===== config.mk =====
export PLATFORM = sky130hd
export DESIGN_NAME = mips_encode
export DESIGN_NICKNAME = d
export VERILOG_FILES = /design/src/rtl/mips_encode.sv
export SDC_FILE = /design/constraint.sdc
export NUM_CORES = 1
export LEC_CHECK = 0
export CELL_PAD_IN_SITES_DETAIL_PLACEMENT = 0
export CELL_PAD_IN_SITES_GLOBAL_PLACEMENT = 1
export CORE_MARGIN = 3
export CORE_UTILIZATION = 45
export DETAILED_ROUTE_END_ITERATION = 7
export GPL_ROUTABILITY_DRIVEN = 0
export GPL_TIMING_DRIVEN = 0
export PLACE_DENSITY_LB_ADDON = 0.1
export SYNTH_ARGS = -nofsm -noshare
export SYNTH_HDL_FRONTEND = slang
export SYNTH_SLANG_ARGS = --single-unit

===== constraint.sdc =====
create_clock -name clk -period 2.9 [get_ports clk]
set_input_delay 0.58 -clock clk [delete_from_list [all_inputs] [get_ports clk]]
set_output_delay 0.58 -clock clk [all_outputs]
set_load 0.02 [all_outputs]

===== src/rtl/mips_encode.sv =====
// mips_encode: assembles ALU-op requests into 32-bit MIPS R-type / I-type
// instruction words and buffers them in a small FIFO for a downstream
// valid/ready consumer. Illegal op/format combinations are accepted, dropped,
// flagged with a one-cycle except pulse and counted.
//
// Ports:
//   clk, reset       clock (rising edge), asynchronous active-low reset
//   in_valid/ready   request handshake; in_ready = FIFO not full (registered)
//   in_op, in_imm    ALU op and form select (0 = R-type, 1 = I-type)
//   in_rs/rt/rd      register fields; in_rd ignored for I-type
//   in_imm16         immediate; ignored for R-type
//   out_valid/ready  FIFO head handshake
//   out_instr        head word, 0 while out_valid = 0
//   except           pulse the cycle after an illegal request is accepted
//   err_count        illegal accepts, saturating at 255
//   emit_count       delivered words, wraps modulo 2^16
module mips_encode #(
    parameter int unsigned DEPTH = 4
) (
    input  logic        clk,
    input  logic        reset,
    input  logic        in_valid,
    output logic        in_ready,
    input  logic [2:0]  in_op,
    input  logic        in_imm,
    input  logic [4:0]  in_rs,
    input  logic [4:0]  in_rt,
    input  logic [4:0]  in_rd,
    input  logic [15:0] in_imm16,
    output logic        out_valid,
    input  logic        out_ready,
    output logic [31:0] out_instr,
    output logic        except,
    output logic [7:0]  err_count,
    output logic [15:0] emit_count
);

    localparam int unsigned PTR_W   = (DEPTH > 1) ? $clog2(DEPTH) : 1;
    localparam int unsigned CNT_W   = PTR_W + 1;
    localparam int unsigned INSTR_W = 32;
    localparam int unsigned ERR_W   = 8;
    localparam int unsigned EMIT_W  = 16;
    localparam logic [CNT_W-1:0] FULL_CNT = CNT_W'(DEPTH);
    localparam logic [ERR_W-1:0] ERR_MAX  = '1;

    logic [INSTR_W-1:0] mem_q [DEPTH];
    logic [INSTR_W-1:0] mem_d [DEPTH];
    logic [PTR_W-1:0]   wr_ptr_q, wr_ptr_d;
    logic [PTR_W-1:0]   rd_ptr_q, rd_ptr_d;
    logic [CNT_W-1:0]   count_q, count_d;
    logic               in_ready_q, in_ready_d;
    logic               out_valid_q, out_valid_d;
    logic [INSTR_W-1:0] out_instr_q, out_instr_d;
    logic               except_q, except_d;
    logic [ERR_W-1:0]   err_count_q, err_count_d;
    logic [EMIT_W-1:0]  emit_count_q, emit_count_d;

    logic [INSTR_W-1:0] word_c;
    logic               illegal_c;
    logic               accept_c;
    logic               push_c;
    logic               pop_c;

    // Instruction assembly and legality check
    always_comb begin
        logic [5:0] funct;
        logic [5:0] opcode;
        logic       imm_ok;
        funct     = 6'h00;
        opcode    = 6'h00;
        imm_ok    = 1'b0;
        illegal_c = 1'b0;
        word_c    = '0;
        case (in_op)
            3'b010:  begin funct = 6'h20; opcode = 6'h08; imm_ok = 1'b1; end
            3'b011:  begin funct = 6'h22; end
            3'b100:  begin funct = 6'h24; opcode = 6'h0C; imm_ok = 1'b1; end
            3'b101:  begin funct = 6'h25; opcode = 6'h0D; imm_ok = 1'b1; end
            3'b110:  begin funct = 6'h27; end
            3'b111:  begin funct = 6'h26; opcode = 6'h0E; imm_ok = 1'b1; end
            default: illegal_c = 1'b1;
        endcase
        if (in_imm && !imm_ok) begin
            illegal_c = 1'b1;
        end
        if (in_imm) begin
            word_c = {opcode, in_rs, in_rt, in_imm16};
        end else begin
            word_c = {6'b000000, in_rs, in_rt, in_rd, 5'b00000, funct};
        end
    end

    assign accept_c = in_valid & in_ready_q;
    assign push_c   = accept_c & ~illegal_c;
    assign pop_c    = out_valid_q & out_ready;

    // FIFO bookkeeping, registered output view and counters
    always_comb begin
        mem_d        = mem_q;
        wr_ptr_d     = wr_ptr_q;
        rd_ptr_d     = rd_ptr_q;
        count_d      = count_q;
        except_d     = accept_c & illegal_c;
        err_count_d  = err_count_q;
        emit_count_d = emit_count_q;

        if (push_c) begin
            mem_d[wr_ptr_q] = word_c;
            wr_ptr_d        = wr_ptr_q + PTR_W'(1);
        end
        if (pop_c) begin
            rd_ptr_d     = rd_ptr_q + PTR_W'(1);
            emit_count_d = emit_count_q + EMIT_W'(1);
        end
        case ({push_c, pop_c})
            2'b10:   count_d = count_q + CNT_W'(1);
            2'b01:   count_d = count_q - CNT_W'(1);
            default: count_d = count_q;
        endcase
        if (accept_c && illegal_c && err_count_q != ERR_MAX) begin
            err_count_d = err_count_q + ERR_W'(1);
        end

        in_ready_d  = (count_d != FULL_CNT);
        out_valid_d = (count_d != '0);
        // The next head is the word being written when it lands in the head slot
        if (count_d == '0) begin
            out_instr_d = '0;
        end else if (push_c && wr_ptr_q == rd_ptr_d) begin
            out_instr_d = word_c;
        end else begin
            out_instr_d = mem_q[rd_ptr_d];
        end
    end

    always_ff @(posedge clk or negedge reset) begin
        if (!reset) begin
            for (int i = 0; i < int'(DEPTH); i++) begin
                mem_q[i] <= '0;
            end
            wr_ptr_q     <= '0;
            rd_ptr_q     <= '0;
            count_q      <= '0;
            in_ready_q   <= 1'b1;
            out_valid_q  <= 1'b0;
            out_instr_q  <= '0;
            except_q     <= 1'b0;
            err_count_q  <= '0;
            emit_count_q <= '0;
        end else begin
            mem_q        <= mem_d;
            wr_ptr_q     <= wr_ptr_d;
            rd_ptr_q     <= rd_ptr_d;
            count_q      <= count_d;
            in_ready_q   <= in_ready_d;
            out_valid_q  <= out_valid_d;
            out_instr_q  <= out_instr_d;
            except_q     <= except_d;
            err_count_q  <= err_count_d;
            emit_count_q <= emit_count_d;
        end
    end

    assign in_ready   = in_ready_q;
    assign out_valid  = out_valid_q;
    assign out_instr  = out_instr_q;
    assign except     = except_q;
    assign err_count  = err_count_q;
    assign emit_count = emit_count_q;

endmodule


==> impl_summary.md <==
Logic synthesis
The async set-or-reset flop fraction in the synthesized netlist is 100%. The proportion of netlist area held by the largest area contributor is 56.6%. By area the synthesized netlist is led by dfrtp_1 57%, mux4_2 8.3%, mux2_2 6.3%, nand2_1 5.0%, o21ai_0 4.9%. The synthesized design contains 184 register bits. Counting distinct cell types in the post-synthesis netlist gives 40.

The most used flip-flop cell after synthesis is dfrtp_1. The most repeated cell in the gate-level netlist after synthesis is dfrtp_1. The synthesized cell area is 8100 um^2. The largest total area in the synthesized netlist belongs to dfrtp_1. The synthesized netlist cell count is 674. The average instance in the mapped netlist occupies 12.0 um^2. Ranked by instance count, the synthesized netlist is headed by 183 x dfrtp_1, 107 x nand2_1, 80 x o21ai_0. For this run, the number of Yosys warnings is 0. Of the synthesized area, sequential elements account for 56.9%. Counting flops with a built-in enable in the synthesized netlist gives 0.

Clocking
In this run, post-CTS hold repair placed 0 buffers. The number of sinks handled by clock tree synthesis is 184. Clock tree synthesis selected as its root buffer the cell clkbuf_16. The clock network latency to the later pin of the worst-skew pair is 0.43 ns. The number of CTS-inserted buffers is 17. The clock-pin slew on the worst setup and hold paths is 0.07 ns. In this run the deepest clock path goes through 2 buffers. The clock tree from TritonCTS is yes. The number of levels the H-tree was split into is 4.

Timing
Of the available clock period, the critical path in the final layout requires 97.2%. In this run the tightest slew margin relative to its limit is 50.6%. The count of final max-slew check failures was 0. The shortest period the worst path allows is 2.82 ns. The transition time at the pin with the least slew margin is 0.741 ns. The final-layout worst hold slack is 0.121 ns. The maximum operating frequency is 355 MHz. The number of failing setup endpoints in the final timing report is 0. The number of hold violations in the final report is 0.

Setup repair after global routing left no endpoint under its margin. The maximum clock skew at final layout is 0.0127 ns.

Finish
The layout filler cell count is 1444. In the final layout, the share of cells above drive strength 1 is 19.6%. The number of standard cells in the layout, taps in and fillers out is 1030. The number of nets at the end of the flow is 839.

0 antenna diodes ended up in the layout. The area growth from synthesis to final layout is 25.0%.

Hold path
The classification of the worst-slack hold path is input port to asynchronous set/reset pin.

Floorplanning
The count of pins on the block boundary is 98. The overall die height is 140 um. The area of the die is 19600 um^2. In this run the horizontal extent of the chip is 140 um. Once the floorplan was initialized, standard cells occupied 46.3% of the core. The area inside the core boundary is 17500 um^2. The number of placement rows is 48.

Power
Dividing total power by cell area gives a power density of 1130 nW/um^2. The worst-case vdd ir drop is 0.565 mV. For this design the static power due to leakage is 4.48 nW. The total chip power is 11.4 mW.

Global routing
Entering global routing, the biggest net connects 106 pins. The number of antenna violations at the first check in global routing is 0. Across every metal layer, demand over resource in global routing totals 20.8%.

The first global-routing pass estimated 31900 um of wire. The number of global-route vias before repair is 5821. Summed over all layers, the global routing overflow is 0.

Run status
The flow ran to the end, and the final reports show no timing, DRC or antenna violations.

Critical path
Data on the critical path is required at its endpoint by 3.25 ns. STA classifies the critical path endpoint as a register. In this run the critical register-to-register path is launched from in_ready. For the worst setup path, the data arrival time is 3.17 ns. Along the worst path, the maximum fanout reaches 7.

The startpoint type of the worst setup path is an input port. The most critical setup path has its startpoint at in_op[0]. The kind of critical path is input port to register.

Place
The number of placed instances, taps included, is 996. Summed over all nets, the half-perimeter wirelength after detailed placement is 12900 um. The number of port buffers is 95.

Drt
The remaining number of nets flagged by the antenna check after routing is 0. The routed layout has 5568 vias. The total length of routed wires is 19500 um. The pre-antenna-repair detailed-routing pass consisted of 5 iterations. After detailed routing, the number of vias per cell comes to 5.41.

The final routed DRC violation total is 0. The detailed-route wire length per cell is 19.0 um. The violation count after the first detailed-routing iteration is 387.

Job
The max-capacitance violation count is 0.
==> critical path, stage by stage <==
cell and delay, ns:
dlygate4sd2_1 0.30, and3b_2 0.26, nor4_4 0.31, inv_1 0.08, ha_1 0.22, inv_1 0.08, fa_1 0.44, nor3b_1 0.16
a31o_2 0.23, nor2b_4 0.17, clkbuf_8 0.19, a21oi_4 0.15
==> area by class of cell <==
class	instances	area, um^2	share of cell area [%]
clock inverters	15	210	2.08
clock buffers	17	425	4.20
flip-flops and latches	184	4610	45.5
inverters	19	71.3	0.705
multi-input cells	433	3270	32.4
well taps	225	282	2.78
plain buffers	39	260	2.57
repair buffers	98	992	9.80
==> report_power, final <==
part	internal, mW	switching (mW)	leakage, nW
Sequential	3.68	0.588	2.33
Combinational	2.34	2.28	1.84
Clock	1.46	1.04	0.311
==> path summary, 6_finish.rpt <==
path	to	slack, ns	cells after the start
worst max-delay path	out_instr[29]	0.08	12
worst min-delay path	emit_count[8]	0.12	1
worst max register to register	out_instr[29]	0.18	11
worst min register to register	emit_count[15]	0.46	1
max in group asynchronous	out_instr[26]	1.86	2
min in group clk	emit_count[15]	0.46	1
==> registers in the layout, indices dropped and copies added (netlist names) <==
name,cells
count_q,3
emit_count,16
err_count,8
except,1
in_ready,1
mem_q,120
out_instr,30
out_valid,1
rd_ptr_q,2
wr_ptr_q,2
==> through the flow <==
step	TNS [ns]	util (%)	instance area [um^2]	worst slack, ns
floorplan	0	-	8100	0.0188
global placement	-1160.70	53.4	9330	-6.09
detailed placement	-47.35	53.6	9370	-1.30
CTS	0	57.9	10100	0.0256
global route	0	57.9	10100	0.0130
finish	0	57.9	10100	0.0808
==> cell usage in the layout, fill, tap and decap left out, drive strengths merged, types with 2 or more instances in the layout <==
| cell type | instances |
|---|---|
| mux2i | 27 |
| and2 | 2 |
| clkinv | 3 |
| inv | 26 |
| o21ai | 80 |
| xnor2 | 18 |
| mux4 | 30 |
| and3 | 4 |
| nand2 | 107 |
| buf | 27 |
| nand4 | 8 |
| conb | 2 |
| dfrtp | 183 |
| dlygate4sd2 | 3 |
| nand3 | 12 |
| clkbuf | 34 |
| xor2 | 13 |
| bufinv | 4 |
| nor2b | 2 |
| a21oi | 12 |
| and3b | 2 |
| nor2 | 34 |
| clkdlybuf4s50 | 89 |
| mux2 | 45 |
| nand2b | 13 |
| nor3b | 2 |
| nor4 | 2 |
| ha | 7 |
==> logic make-up after synthesis <==
| family | Yosys count | share of synthesized area, % |
|---|---|---|
| AO/OA/AOI/OAI | 97 | 6.23 |
| buffers and inverters | 58 | 3.45 |
| XOR/XNOR | 31 | 3.45 |
| AND/OR/NAND/NOR | 193 | 10.7 |
| multiplexers | 102 | 17.9 |
| flip-flops | 184 | 56.9 |
| adder cells (fa/ha/maj) | 8 | 1.33 |
| other | 1 | 0.0463 |
==> what timing repair did <==
item	in CTS	in global routing
pin swaps	2	0
buffers inserted	1	0
gates resized for setup	29	5
setup endpoints to repair	31	30
cloned	1	0
==> routing by layer <==
metal | wire (um) | vias to the layer above | global-route usage [%]
met1 | 8470 | 2848 | 27.9
met5 | 0 | - | 0
met2 | 9940 | 150 | 34.9
met4 | 204 | 0 | 5.35
li1 | - | 2555 | -
met3 | 906 | 15 | 4.13
Note: power is estimated with default switching activity, not from simulation.
